**src/rtl/pong_match_ctrl_pkg.sv**
```systemverilog
// Shared Pong definitions: board geometry, match FSM encodings and winner codes.
package pong_match_ctrl_pkg;

  localparam int GAME_WIDTH_TILES    = 40;
  localparam int GAME_HEIGHT_TILES   = 30;
  localparam int PADDLE_HEIGHT_TILES = 6;

  localparam logic [2:0] ST_IDLE       = 3'd0;
  localparam logic [2:0] ST_SERVE      = 3'd1;
  localparam logic [2:0] ST_RUNNING    = 3'd2;
  localparam logic [2:0] ST_POINT_P1   = 3'd3;
  localparam logic [2:0] ST_POINT_P2   = 3'd4;
  localparam logic [2:0] ST_MATCH_OVER = 3'd5;

  localparam logic [1:0] WIN_NONE = 2'b00;
  localparam logic [1:0] WIN_P1   = 2'b01;
  localparam logic [1:0] WIN_P2   = 2'b10;

endpackage

```
**src/rtl/pong_miss_detect.sv**
```systemverilog
// Flags a miss when the ball sits in a paddle's column but outside the rows it covers.
module pong_miss_detect #(
  parameter int c_X_W           = 6,
  parameter int c_Y_W           = 5,
  parameter int c_PADDLE_HEIGHT = 6
) (
  input  logic [c_X_W-1:0] i_Ball_X,
  input  logic [c_Y_W-1:0] i_Ball_Y,
  input  logic [c_Y_W-1:0] i_Paddle_Y,
  input  logic [c_X_W-1:0] i_Paddle_Col,
  output logic             o_Miss
);

  // One extra bit keeps the paddle bottom row from wrapping near the board edge.
  localparam logic [c_Y_W:0] c_SPAN = (c_Y_W+1)'(c_PADDLE_HEIGHT - 1);

  logic [c_Y_W:0] w_Ball_Y;
  logic [c_Y_W:0] w_Top;
  logic [c_Y_W:0] w_Bottom;

  assign w_Ball_Y = {1'b0, i_Ball_Y};
  assign w_Top    = {1'b0, i_Paddle_Y};
  assign w_Bottom = w_Top + c_SPAN;

  assign o_Miss = (i_Ball_X == i_Paddle_Col) && ((w_Ball_Y < w_Top) || (w_Ball_Y > w_Bottom));

endmodule

```
**src/rtl/pong_match_ctrl.sv**
```systemverilog
// Pong match sequencer: serve delay, miss detection, scoring and winner declaration.
module pong_match_ctrl
  import pong_match_ctrl_pkg::*;
#(
  parameter int c_GAME_WIDTH    = GAME_WIDTH_TILES,
  parameter int c_GAME_HEIGHT   = GAME_HEIGHT_TILES,
  parameter int c_PADDLE_HEIGHT = PADDLE_HEIGHT_TILES,
  parameter int c_PADDLE_COL_P1 = 0,
  parameter int c_PADDLE_COL_P2 = c_GAME_WIDTH - 1,
  parameter int c_SCORE_LIMIT   = 9,
  parameter int c_SERVE_DELAY   = 25000000
) (
  input  logic                             i_Clk,
  input  logic                             i_Rst,
  input  logic                             i_Game_Start,
  input  logic [$clog2(c_GAME_WIDTH)-1:0]  i_Ball_X,
  input  logic [$clog2(c_GAME_HEIGHT)-1:0] i_Ball_Y,
  input  logic [$clog2(c_GAME_HEIGHT)-1:0] i_Paddle_Y_P1,
  input  logic [$clog2(c_GAME_HEIGHT)-1:0] i_Paddle_Y_P2,
  output logic                             o_Game_Active,
  output logic                             o_Ball_Reset,
  output logic                             o_Serve_Dir,
  output logic [3:0]                       o_P1_Score,
  output logic [3:0]                       o_P2_Score,
  output logic [1:0]                       o_Winner,
  output logic [2:0]                       o_State
);

  localparam int c_X_W   = $clog2(c_GAME_WIDTH);
  localparam int c_Y_W   = $clog2(c_GAME_HEIGHT);
  localparam int c_CNT_W = (c_SERVE_DELAY > 1) ? $clog2(c_SERVE_DELAY) : 1;
  localparam logic [c_CNT_W-1:0] c_CNT_LAST = c_CNT_W'(c_SERVE_DELAY - 1);
  localparam logic [3:0]         c_LIMIT    = 4'(c_SCORE_LIMIT);

  logic [2:0]         r_State;
  logic [c_CNT_W-1:0] r_Cnt;
  logic [3:0]         r_P1_Score;
  logic [3:0]         r_P2_Score;
  logic [1:0]         r_Winner;
  logic               r_Serve_Dir;
  logic               r_Start_d;

  logic       w_Start_Evt;
  logic       w_Miss_P1;
  logic       w_Miss_P2;
  logic [3:0] w_P1_Inc;
  logic [3:0] w_P2_Inc;

  assign w_Start_Evt = i_Game_Start & ~r_Start_d;
  assign w_P1_Inc    = (r_P1_Score < c_LIMIT) ? r_P1_Score + 4'd1 : r_P1_Score;
  assign w_P2_Inc    = (r_P2_Score < c_LIMIT) ? r_P2_Score + 4'd1 : r_P2_Score;

  pong_miss_detect #(
    .c_X_W          (c_X_W),
    .c_Y_W          (c_Y_W),
    .c_PADDLE_HEIGHT(c_PADDLE_HEIGHT)
  ) u_miss_p1 (
    .i_Ball_X    (i_Ball_X),
    .i_Ball_Y    (i_Ball_Y),
    .i_Paddle_Y  (i_Paddle_Y_P1),
    .i_Paddle_Col(c_X_W'(c_PADDLE_COL_P1)),
    .o_Miss      (w_Miss_P1)
  );

  pong_miss_detect #(
    .c_X_W          (c_X_W),
    .c_Y_W          (c_Y_W),
    .c_PADDLE_HEIGHT(c_PADDLE_HEIGHT)
  ) u_miss_p2 (
    .i_Ball_X    (i_Ball_X),
    .i_Ball_Y    (i_Ball_Y),
    .i_Paddle_Y  (i_Paddle_Y_P2),
    .i_Paddle_Col(c_X_W'(c_PADDLE_COL_P2)),
    .o_Miss      (w_Miss_P2)
  );

  always_ff @(posedge i_Clk or posedge i_Rst) begin
    if (i_Rst) begin
      r_State     <= ST_IDLE;
      r_Cnt       <= '0;
      r_P1_Score  <= 4'd0;
      r_P2_Score  <= 4'd0;
      r_Winner    <= WIN_NONE;
      r_Serve_Dir <= 1'b1;
      r_Start_d   <= 1'b0;
    end else begin
      r_Start_d <= i_Game_Start;
      case (r_State)
        ST_IDLE: begin
          if (w_Start_Evt) begin
            r_State <= ST_SERVE;
            r_Cnt   <= '0;
          end
        end
        ST_SERVE: begin
          if (r_Cnt == c_CNT_LAST) r_State <= ST_RUNNING;
          else                     r_Cnt   <= r_Cnt + 1'b1;
        end
        ST_RUNNING: begin
          // P1's miss wins a tie so a degenerate one-column board stays deterministic.
          if (w_Miss_P1)      r_State <= ST_POINT_P2;
          else if (w_Miss_P2) r_State <= ST_POINT_P1;
        end
        ST_POINT_P1: begin
          r_P1_Score  <= w_P1_Inc;
          r_Serve_Dir <= 1'b0;
          r_Cnt       <= '0;
          if (w_P1_Inc == c_LIMIT) begin
            r_State  <= ST_MATCH_OVER;
            r_Winner <= WIN_P1;
          end else begin
            r_State <= ST_SERVE;
          end
        end
        ST_POINT_P2: begin
          r_P2_Score  <= w_P2_Inc;
          r_Serve_Dir <= 1'b1;
          r_Cnt       <= '0;
          if (w_P2_Inc == c_LIMIT) begin
            r_State  <= ST_MATCH_OVER;
            r_Winner <= WIN_P2;
          end else begin
            r_State <= ST_SERVE;
          end
        end
        ST_MATCH_OVER: begin
          if (w_Start_Evt) begin
            r_P1_Score  <= 4'd0;
            r_P2_Score  <= 4'd0;
            r_Winner    <= WIN_NONE;
            r_Serve_Dir <= 1'b1;
            r_Cnt       <= '0;
            r_State     <= ST_SERVE;
          end
        end
        default: r_State <= ST_IDLE;
      endcase
    end
  end

  assign o_Game_Active = (r_State == ST_RUNNING);
  assign o_Ball_Reset  = (r_State != ST_RUNNING);
  assign o_Serve_Dir   = r_Serve_Dir;
  assign o_P1_Score    = r_P1_Score;
  assign o_P2_Score    = r_P2_Score;
  assign o_Winner      = r_Winner;
  assign o_State       = r_State;

endmodule
```
**config.mk**
```make
export PLATFORM = sky130hd
export DESIGN_NAME = pong_match_ctrl
export DESIGN_NICKNAME = d
export VERILOG_FILES = /design/src/rtl/pong_match_ctrl_pkg.sv /design/src/rtl/pong_miss_detect.sv /design/src/rtl/pong_match_ctrl.sv
export SDC_FILE = /design/constraint.sdc
export NUM_CORES = 1
export LEC_CHECK = 0
export BUFFER_PORTS_ARGS = -buffer_cell sky130_fd_sc_hd__buf_2
export CAP_MARGIN = 20
export CORE_ASPECT_RATIO = 1.2
export CORE_MARGIN = 8
export CORE_UTILIZATION = 35
export CTS_BUF_LIST = sky130_fd_sc_hd__clkbuf_16
export DETAILED_ROUTE_END_ITERATION = 16
export PLACE_DENSITY = 0.61
export SLEW_MARGIN = 20
export SYNTH_ARGS = -nofsm -noshare
export SYNTH_HDL_FRONTEND = slang
export SYNTH_SLANG_ARGS = --single-unit
```
**constraint.sdc**
```tcl
create_clock -name i_Clk -period 3.5 [get_ports i_Clk]
set_input_delay 0.525 -clock i_Clk [delete_from_list [all_inputs] [get_ports i_Clk]]
set_output_delay 0.525 -clock i_Clk [all_outputs]
set_load 0.05 [all_outputs]
```
======== Word-level counts from Yosys, hierarchy flattened ========
Cells that the tools add are included.
storage, ports and cells
  register bits ........................... 40
  bits in latches ......................... 0
  bits in writable memories ............... 0
  bits in read-only memories .............. 0
  input bits .............................. 24
  output and inout port bits .............. 16
  word-level logic and storage cells ...... 76
  memories ................................ 0
cells by class
  $add $sub $neg .......................... 5
  multipliers ............................. 0
  div/mod/pow operators ................... 0
  order comparisons ....................... 6
  equality and inequality tests ........... 17
  shift-type cells ........................ 0
  multiplexer cells ....................... 21
  bitwise gates (word level) .............. 2
  reduce and logical (&&, ||, !) cells .... 18
operator list
  kind                                                             count
  25-bit case mux with 3 select lines                              1
  25-bit two-way mux                                               2
  25-bit by 1-bit adder with 25-bit output, second input constant  1
  25-bit == test, second input constant                            1
  3-bit two-way mux                                                6
  4-bit case mux with 2 select lines                               2
  3-bit case mux with 5 select lines                               1
  5-bit by 3-bit adder with 6-bit output, second input constant    2
  5-bit by 6-bit > comparator with 1-bit output                    2
  4-bit two-way mux                                                3
  5-bit less-than comparator                                       2
  2-bit != test, second input constant                             5
  4-bit by 1-bit adder with 4-bit output, second input constant    2
  4-bit == test, second input constant                             2
  4-bit less-than comparator, second input constant                2
  3-bit by 2-bit == test with 1-bit output, second input constant  2
  3-bit == test, second input constant                             2
  6-bit == test, second input constant                             1
  6-bit zero test                                                  1
  2-bit two-way mux                                                3
  2-bit case mux with 3 select lines                               1
  2-bit AND reduction                                              3
  3-bit AND reduction                                              2
  3-bit nonzero test                                               2
  other kinds (14)                                                 18

======== Depth between registers and ports, before layout ========
Gate-level depths: netlist of run 1.
  depth after elaboration ................. 7
  mapped depth ............................ 9

======== Hierarchy ========
From an unflattened synthesis of run 1, not the netlist that was laid out.
second synthesis, totals
  cell total of the unflattened synthesis .. 348
  area total of the unflattened synthesis .. 3094.2 µm²
modules (own cells, without submodules)
  module            times used  cells each  area an instance (µm²)  sequential area each (µm²)
  pong_match_ctrl   1           260         2343.5                  1002.2
  pong_miss_detect  2           44          375.4                   0.0

======== Least setup slack after synthesis of run 1 ========
No wires, ideal clock.
  kind .................................... reg-to-output
  start point ............................. reg r_State[1], in the netlist o_State[1]
  end point ............................... out o_Ball_Reset
  arrival ................................. 1.889 ns
  required time ........................... 2.975 ns
  setup slack ............................. 1.086 ns
  cell stages (with the launch flop) ...... 4
  buffers on the path ..................... 1
  cell sequence ........................... dfrtp_1 -> clkbuf_1 -> and2_1 -> inv_1
on the way
  longest elaborated chain between the ends .. 1
ends and longest elaborated chain
  element                                   line                    source
  start, declared                           pong_match_ctrl.sv:35   logic [2:0] r_State;
  start signal, assigned                    pong_match_ctrl.sv:79   r_State <= ST_IDLE;
  start signal, assigned                    pong_match_ctrl.sv:91   r_State <= ST_SERVE;
  start signal, assigned                    pong_match_ctrl.sv:96   if (r_Cnt == c_CNT_LAST) r_State <= ST_RUNNING;
  3-bit by 2-bit != test with 1-bit output  pong_match_ctrl.sv:142  assign o_Ball_Reset = (r_State != ST_RUNNING);
  end, declared                             pong_match_ctrl.sv:21   output logic o_Ball_Reset,
Every way passes these cells.

======== Worst setup path in the final report of run 1 ========
  start point ............................. reg r_State[2], in the netlist o_State[2]
  end point ............................... reg r_Cnt[15]
on the way
  longest elaborated chain between the ends .. 4
ends and longest elaborated chain
  element                                                                                          line                   source
  3-bit == test (tied with other cells)                                                            pong_match_ctrl.sv:88  case (r_State)
  2-bit OR reduction (no line)                                                                     --
  2-bit by 1-bit != test with 1-bit output (no line) / 3-bit nonzero test (equally long branches)  --
  3-bit AND reduction (no line)                                                                    --
  end signal, assigned                                                                             pong_match_ctrl.sv:97  else r_Cnt <= r_Cnt + 1'b1;
  end, declared                                                                                    pong_match_ctrl.sv:36  logic [c_CNT_W-1:0] r_Cnt;
Several ways; a longest one is shown, not always the timed one.
A chain may end at the register's enable or synchronous reset.

==> out/qor.log, run 1 <==
qor: status.outcome completed
qor: die.die_height 117 um
qor: global_routing.grt_first_pass_wirelength 11500 um
qor: logic_synthesis.synth_edf_count 0
qor: cts.cts_inserted_buffers 5
qor: placement.port-buffer-count 39
qor: logic_synthesis.syn_area_per_cell 8.84 um2
qor: logic_synthesis.ys_seq_elements 40
qor: worst_setup_path.worst-setup-path-type flip-flop to flip-flop
qor: timing.max_slew_margin 38.3%
qor: logic_synthesis.synthesis.nets 385
qor: cts.clock_sinks 40
qor: die.start_util 36.2%
qor: worst_setup_path.cp-startpoint o_State[2]
qor: worst_hold_path.holdPathStages 1
qor: worst_setup_path.worst_ep_arrival_time 2.52 ns
qor: worst_setup_path.critical_path.n_buffers_inverters 0
qor: routing.1st_iter_drt_viols 101
qor: finish.multiInputGateArea 1800 um2
qor: worst_setup_path.cp_slowest_stage_delay 0.56 ns
qor: routing.first_pass_iters 5
qor: timing.setup-tns-final 0 ns
qor: logic_synthesis.synth_area_in_compound_gates 18.5%
qor: logic_synthesis.synth-adder-area-share 11.4%
qor: placement.post-dp-hpwl 5230 um
qor: cts.cts.htree.levels 2
qor: power_and_ir_drop.pwr_density_cell 386 nW/um2
qor: die.die_area 11600 um2
qor: timing.grt_setup_unrepaired false
qor: routing.avgViaCountPerCell 5.32
qor: logic_synthesis.synth_area_leader_cell dfrtp_1
qor: logic_synthesis.synth_cell_type_count 54
qor: logic_synthesis.ranking_of_synthesized_cells_by_area dfrtp_1 (33%), ha_1 (11%), a21oi_1 (4.2%), nand2_1 (4.1%), inv_1 (3.4%)
qor: logic_synthesis.synth_area 2950 um2
qor: timing.worst_clock_skew 0.00529 ns
qor: timing.tightest_slew 0.924 ns
qor: worst_hold_path.min-delay-start i_Game_Start
qor: global_routing.gr-total-overflow 0
qor: power_and_ir_drop.power_leakage 1.55 nW
qor: worst_hold_path.hold_crit_path_type input pin to flip-flop
qor: finish.layout.area.seq 1000 um2
qor: routing.drtAntennaViolNets 0
qor: logic_synthesis.synthArstFlopShare 100%
qor: finish.finish.net_count 425
qor: global_routing.grt_usage 12.0%
qor: timing.slew_violations 0
qor: die.dieWidth 99.8 um
qor: worst_setup_path.r2r_slack 1.19 ns
qor: cts.max-clock-path-buffers 2
qor: placement.dpl-instance-area 3280 um2
qor: power_and_ir_drop.clkPwrFrac 38.3%
qor: worst_setup_path.start_kind flip-flop
qor: flow_run.cap_viol_max_count 0
qor: logic_synthesis.synth.area.mux_share 2.46%
qor: cts.postCtsResizedCells 0
qor: cts.clk_pin_slew_worst_paths 0.05 ns
qor: global_routing.first_global_vias 2557
qor: power_and_ir_drop.net_switching_share_of_the_total_power 28.2%
qor: finish.diodes 0
qor: worst_hold_path.worstHoldEndpoint r_Start_d
qor: routing.routed_wire_length_per_instance 14.0 um
qor: cts.cts_hold_repair.buffers 0
qor: placement.finalWeightedCongestion 0.826
qor: finish.nFillCells 803
qor: logic_synthesis.post_synth_and_or_nand_nor_area_fraction 24.5%
qor: cts.worst_skew_pair.late_latency 0.28 ns
qor: routing.drt-total-wl 6840 um
qor: logic_synthesis.area_share_of_the_largest_cell_type_after_synthesis 33.1%
qor: power_and_ir_drop.p_comb_share 18.4%
qor: routing.detail_route.drc_violations 0
qor: logic_synthesis.netlist_top_cells_count dfrtp_1 (39), nand2_1 (32), ha_1 (27), inv_1 (27), a21oi_1 (25)
qor: worst_setup_path.worst-r2r-cell-count 5
qor: power_and_ir_drop.power_frac_seq 43.4%
qor: power_and_ir_drop.switchingPower 0.000375 W
qor: worst_setup_path.nature_of_the_critical_path_endpoint flip-flop
qor: die.core_region_area 8150 um2
qor: routing.num_vias 2603
qor: die.fp-row-count 36
qor: worst_setup_path.cp.required 3.71 ns
qor: global_routing.maximum_number_of_pins_on_one_net_before_global_route_repair 25
qor: power_and_ir_drop.cell_internal_pwr 0.000952 W
qor: cts.root_buffer clkbuf_16
qor: worst_setup_path.rr_endpoint r_Cnt[15]
qor: finish.syn2layout_area_growth 16.5%
qor: cts.cts_post_setup_buffers_inserted 0
qor: logic_synthesis.yosysWarningCount 0
qor: logic_synthesis.synth_top_family_by_area simple AND/OR/NAND/NOR gates
qor: logic_synthesis.ys.flop_type dfrtp_1
qor: cts.tritoncts yes
qor: worst_setup_path.crit_path_cell_trace nand2b_1 -> xnor2_1 -> nor2_1 -> or4_1 -> nand2_1
qor: timing.fin_crit 2.31 ns
qor: worst_setup_path.critical_path.slowest_cell or4_1
qor: timing.finalSetupViolations 0
qor: logic_synthesis.xor_xnor_share_of_the_synthesized_area 4.15%
qor: logic_synthesis.top_count_cell_post_synth dfrtp_1
qor: finish.postLayoutCellArea 3440 um2
qor: die.boundary_pin_count 40
qor: global_routing.grt_antenna_before_repair 0
qor: finish.final_util 42.2%
qor: timing.fmax 0.434 GHz
qor: timing.finalCritPeriodShare 65.9%
qor: logic_synthesis.synthesis.instances 334
qor: finish.final_layout_size_suffix_gt1_share 15.2%
qor: timing.final_hold_viol_count 0
qor: worst_setup_path.path_delay_family simple AND/OR/NAND/NOR gates
qor: worst_setup_path.r2r-start o_State[2]
qor: power_and_ir_drop.worst_ir_drop_vdd 0.193 mV
qor: worst_setup_path.path_max_fanout 12
qor: logic_synthesis.synth-seq-area-share 34.0%
-- power by group through the flow --
stage | clock network (W) | registers [W] | logic, W
floorplan | 0 | 0.000589 | 0.000164
global placement | 0 | 0.000583 | 0.000239
detailed placement | 0 | 0.000582 | 0.000248
CTS | 0.000522 | 0.000575 | 0.000248
global route | 0.000540 | 0.000586 | 0.000282
finish | 0.000507 | 0.000576 | 0.000244
-- placed cells by master (no fill, tap or decap), types with 2 or more instances in the layout --
master	count
o31ai_1	10
o21ai_0	14
clkinv_1	2
buf_2	39
nor2_1	12
o21ai_1	2
mux2i_1	5
nand3b_1	3
xnor2_1	9
or3_1	6
nor2b_1	6
dfrtp_1	39
nor4bb_1	2
nand3_1	12
nand2_1	32
clkbuf_16	5
a22o_1	3
nor3_1	3
o21a_1	2
and4_1	2
xor2_1	5
buf_4	4
or4_1	9
nor4b_1	2
o21bai_1	2
and2_1	3
nand2b_1	9
o211ai_1	6
a21oi_1	25
mux2_2	2
ha_1	27
and3_1	2
nor4_1	8
a21o_1	5
a2bb2oi_1	3
inv_1	27
a31oi_1	4
o32ai_1	2
nand4_1	4
-- logic make-up after synthesis --
| logic type | count (synthesis) |
|---|---|
| buf+inv | 37 |
| flops | 40 |
| mux | 7 |
| compound gates | 84 |
| simple gates | 125 |
| fa+ha+maj | 27 |
| xor+xnor | 14 |
-- final cells by class --
cell class	count	area share, %
Clock buffer	5	3.64
Clock inverter	3	1.09
Inverter	27	2.95
Tap cell	114	4.15
Timing Repair Buffer	43	6.55
Sequential cell	40	29.1
Multi-Input combinational cell	257	52.5
-- metrics by stage --
stage                     hold WS (ns)  setup slack (ns)  instances  power, W
after floorplan                  0.505              1.09        334  0.000753
after global placement           0.501              1.08        481  0.000822
after detailed placement         0.506              1.00        481  0.000830
after CTS                        0.363              1.18        489   0.00134
after global routing             0.360              1.02        489   0.00141
final                            0.366              1.19        489   0.00133
-- sequential cells by signal (all words and copies together), names as in the netlist --
signal and count:
r_Cnt 25, o_P1_Score 4, o_P2_Score 4, o_State 3
o_Winner 2, o_Serve_Dir 1, r_Start_d 1
-- routing by layer --
metal	GRT usage (%)	vias to the layer above	share of wire (%)
met3	2.50	5	3.3
li1	-	1303	-
met1	14.5	1254	47
met2	20.6	41	48
met4	4.15	0	1.1
met5	0	-	0
-- how the worst max path moves through the flow --
stage              endpoint  cells after the start
4_1_cts           r_Cnt[15]                      5
5_1_grt           r_Cnt[20]                      6
6_report          r_Cnt[15]                      5
3_5_place_dp      r_Cnt[20]                      7
2_1_floorplan  o_Ball_Reset                      3
3_3_place_gp      r_Cnt[20]                      7
Power figures use the tool's default switching activity.
==> run 2, diff against run 1 <==
Settings changed: PLACE_DENSITY 0.61 to 0.63.
Clock period 3.5 ns to 1.9 ns, I/O delays scaled along.
==> out/qor.log, run 2 (synthesized netlist as in run 1, its figures left out) <==
qor: worst_setup_path.path_max_fanout 4
qor: timing.max_slew_margin 64.8%
qor: finish.final_util 48.2%
qor: die.dieWidth 99.8 um
qor: worst_setup_path.cp.required 2.07 ns
qor: cts.cts_hold_repair.buffers 0
qor: placement.finalWeightedCongestion 0.826
qor: global_routing.grt_first_pass_wirelength 12600 um
qor: timing.tightest_slew 0.527 ns
qor: status.outcome completed
qor: routing.drtAntennaViolNets 0
qor: die.start_util 36.2%
qor: routing.drt-total-wl 7440 um
qor: routing.detail_route.drc_violations 0
qor: cts.max-clock-path-buffers 2
qor: routing.routed_wire_length_per_instance 13.9 um
qor: timing.final_hold_viol_count 0
qor: die.boundary_pin_count 40
qor: die.fp-row-count 36
qor: worst_setup_path.worst_ep_arrival_time 2.01 ns
qor: timing.fmax 0.541 GHz
qor: power_and_ir_drop.pwr_density_cell 627 nW/um2
qor: die.die_area 11600 um2
qor: placement.port-buffer-count 39
qor: finish.postLayoutCellArea 3930 um2
qor: placement.post-dp-hpwl 5750 um
qor: cts.worst_skew_pair.late_latency 0.28 ns
qor: global_routing.first_global_vias 2871
qor: finish.syn2layout_area_growth 33.2%
qor: finish.nFillCells 754
qor: die.die_height 117 um
qor: global_routing.grt_antenna_before_repair 0
qor: flow_run.cap_viol_max_count 0
qor: cts.root_buffer clkbuf_16
qor: cts.cts_inserted_buffers 5
qor: timing.finalCritPeriodShare 97.2%
qor: routing.avgViaCountPerCell 5.17
qor: cts.cts.htree.levels 2
qor: timing.finalSetupViolations 0
qor: timing.fin_crit 1.85 ns
qor: routing.num_vias 2776
qor: routing.1st_iter_drt_viols 123
qor: power_and_ir_drop.worst_ir_drop_vdd 0.347 mV
qor: cts.tritoncts yes
qor: finish.layout_commonest_cell buf_4
qor: global_routing.gr-total-overflow 0
qor: placement.dpl-instance-area 3620 um2
qor: power_and_ir_drop.power_leakage 1.83 nW
qor: worst_setup_path.nature_of_the_critical_path_endpoint flip-flop
qor: power_and_ir_drop.post-layout-total-power 0.00246 W
qor: global_routing.maximum_number_of_pins_on_one_net_before_global_route_repair 41
qor: timing.slew_violations 0
qor: cts.clock_sinks 40
qor: worst_setup_path.start_kind flip-flop
qor: die.core_region_area 8150 um2
qor: timing.worst_clock_skew 0.00878 ns
qor: worst_hold_path.hold_crit_path_type input pin to async pin
qor: finish.diodes 0
qor: finish.largest_register_ff_count 25
qor: timing.setup-tns-final 0 ns
qor: finish.max_flop_register r_Cnt
qor: global_routing.grt_usage 13.2%
qor: finish.final_layout_size_suffix_gt1_share 29.8%
qor: finish.finish.net_count 473
qor: cts.clk_pin_slew_worst_paths 0.06 ns
qor: timing.grt_setup_unrepaired true
qor: finish.highest_count_cells_in_the_layout_ignoring_fill_and_taps buf_4 (46), buf_2 (40), dfrtp_1 (36)
qor: worst_setup_path.worst-setup-path-type flip-flop to flip-flop
qor: routing.first_pass_iters 4
run 2: changes by cell type in the layout (fill, tap and decap cells not counted), moves of 3 or more:
cell     change
nor4_1       -4
dfrtp_2      +3
dfrtp_1      -3
a21oi_2      +3
buf_4       +42
a21oi_1      -3
nor4_2       +3
buf_6        +5
run 2: report_power, final:
| part | switching, W | internal (W) | leakage, nW |
|---|---|---|---|
| logic | 0.000333 | 0.000304 | 1.25 |
| registers | 0.0000871 | 0.000941 | 0.512 |
| clock network | 0.000326 | 0.000473 | 0.0701 |
| total | 0.000745 | 0.00172 | 1.83 |
run 2: path summary, 6_finish.rpt:
| kind | endpoint | slack, ns | cells past startpoint | startpoint |
|---|---|---|---|---|
| worst max-delay path | o_State[0] | 0.05 | 8 | r_Cnt[24] |
| worst min-delay path | r_Cnt[24] | 0.13 | 3 | i_Rst |
| worst max register to register | o_State[0] | 0.05 | 8 | r_Cnt[24] |
| worst min register to register | o_Serve_Dir | 0.51 | 1 | o_Serve_Dir |
| max in group asynchronous | o_State[2] | 1.38 | 3 | i_Rst |
| min in group i_Clk | r_Start_d | 0.15 | 1 | i_Game_Start |
run 2: what timing repair did:
| item | CTS | global route |
|---|---|---|
| resized for setup | 2 | 21 |
| gates cloned | 0 | 1 |
| buffers inserted | 1 | 6 |
| pin swaps | 1 | 8 |
| endpoints found under the setup margin | 15 | 17 |
run 2: area by class of cell:
cell class	count	area, um2	share of cell area [%]
Clock inverter	3	11.3	0.286
Inverter	27	101	2.58
Tap cell	114	143	3.63
Sequential cell	40	1010	25.6
Timing Repair Buffer	91	602	15.3
Clock buffer	5	125	3.18
Multi-Input combinational cell	257	1940	49.4
run 2: per-layer routing:
metal	global-route usage, %	routed length, um	vias up	part of all wire [%]
li1	-	-	1396	-
met1	14.4	3310	1315	44
met2	23.8	3750	55	50
met3	2.98	273	10	3.7
met4	5.66	110	0	1.5
met5	0	0	-	0
run 2: critical path: stages (launching register included):
cell and delay [ns]:
dfrtp_1 0.39, nor4bb_2 0.30, nand4_1 0.15, buf_6 0.16, o41ai_4 0.29, buf_4 0.18, buf_4 0.11, o2bb2ai_2 0.10
a21oi_1 0.05
run 2: metrics by stage:
step           instances  hold slack (ns)  setup WS [ns]
6_report             537            0.131         0.0526
5_1_grt              537            0.148        -0.0669
4_1_cts              530            0.142         0.0145
3_5_place_dp         521            0.422        -0.0886
3_3_place_gp         521            0.421        -0.0370
2_1_floorplan        334            0.316        -0.0319
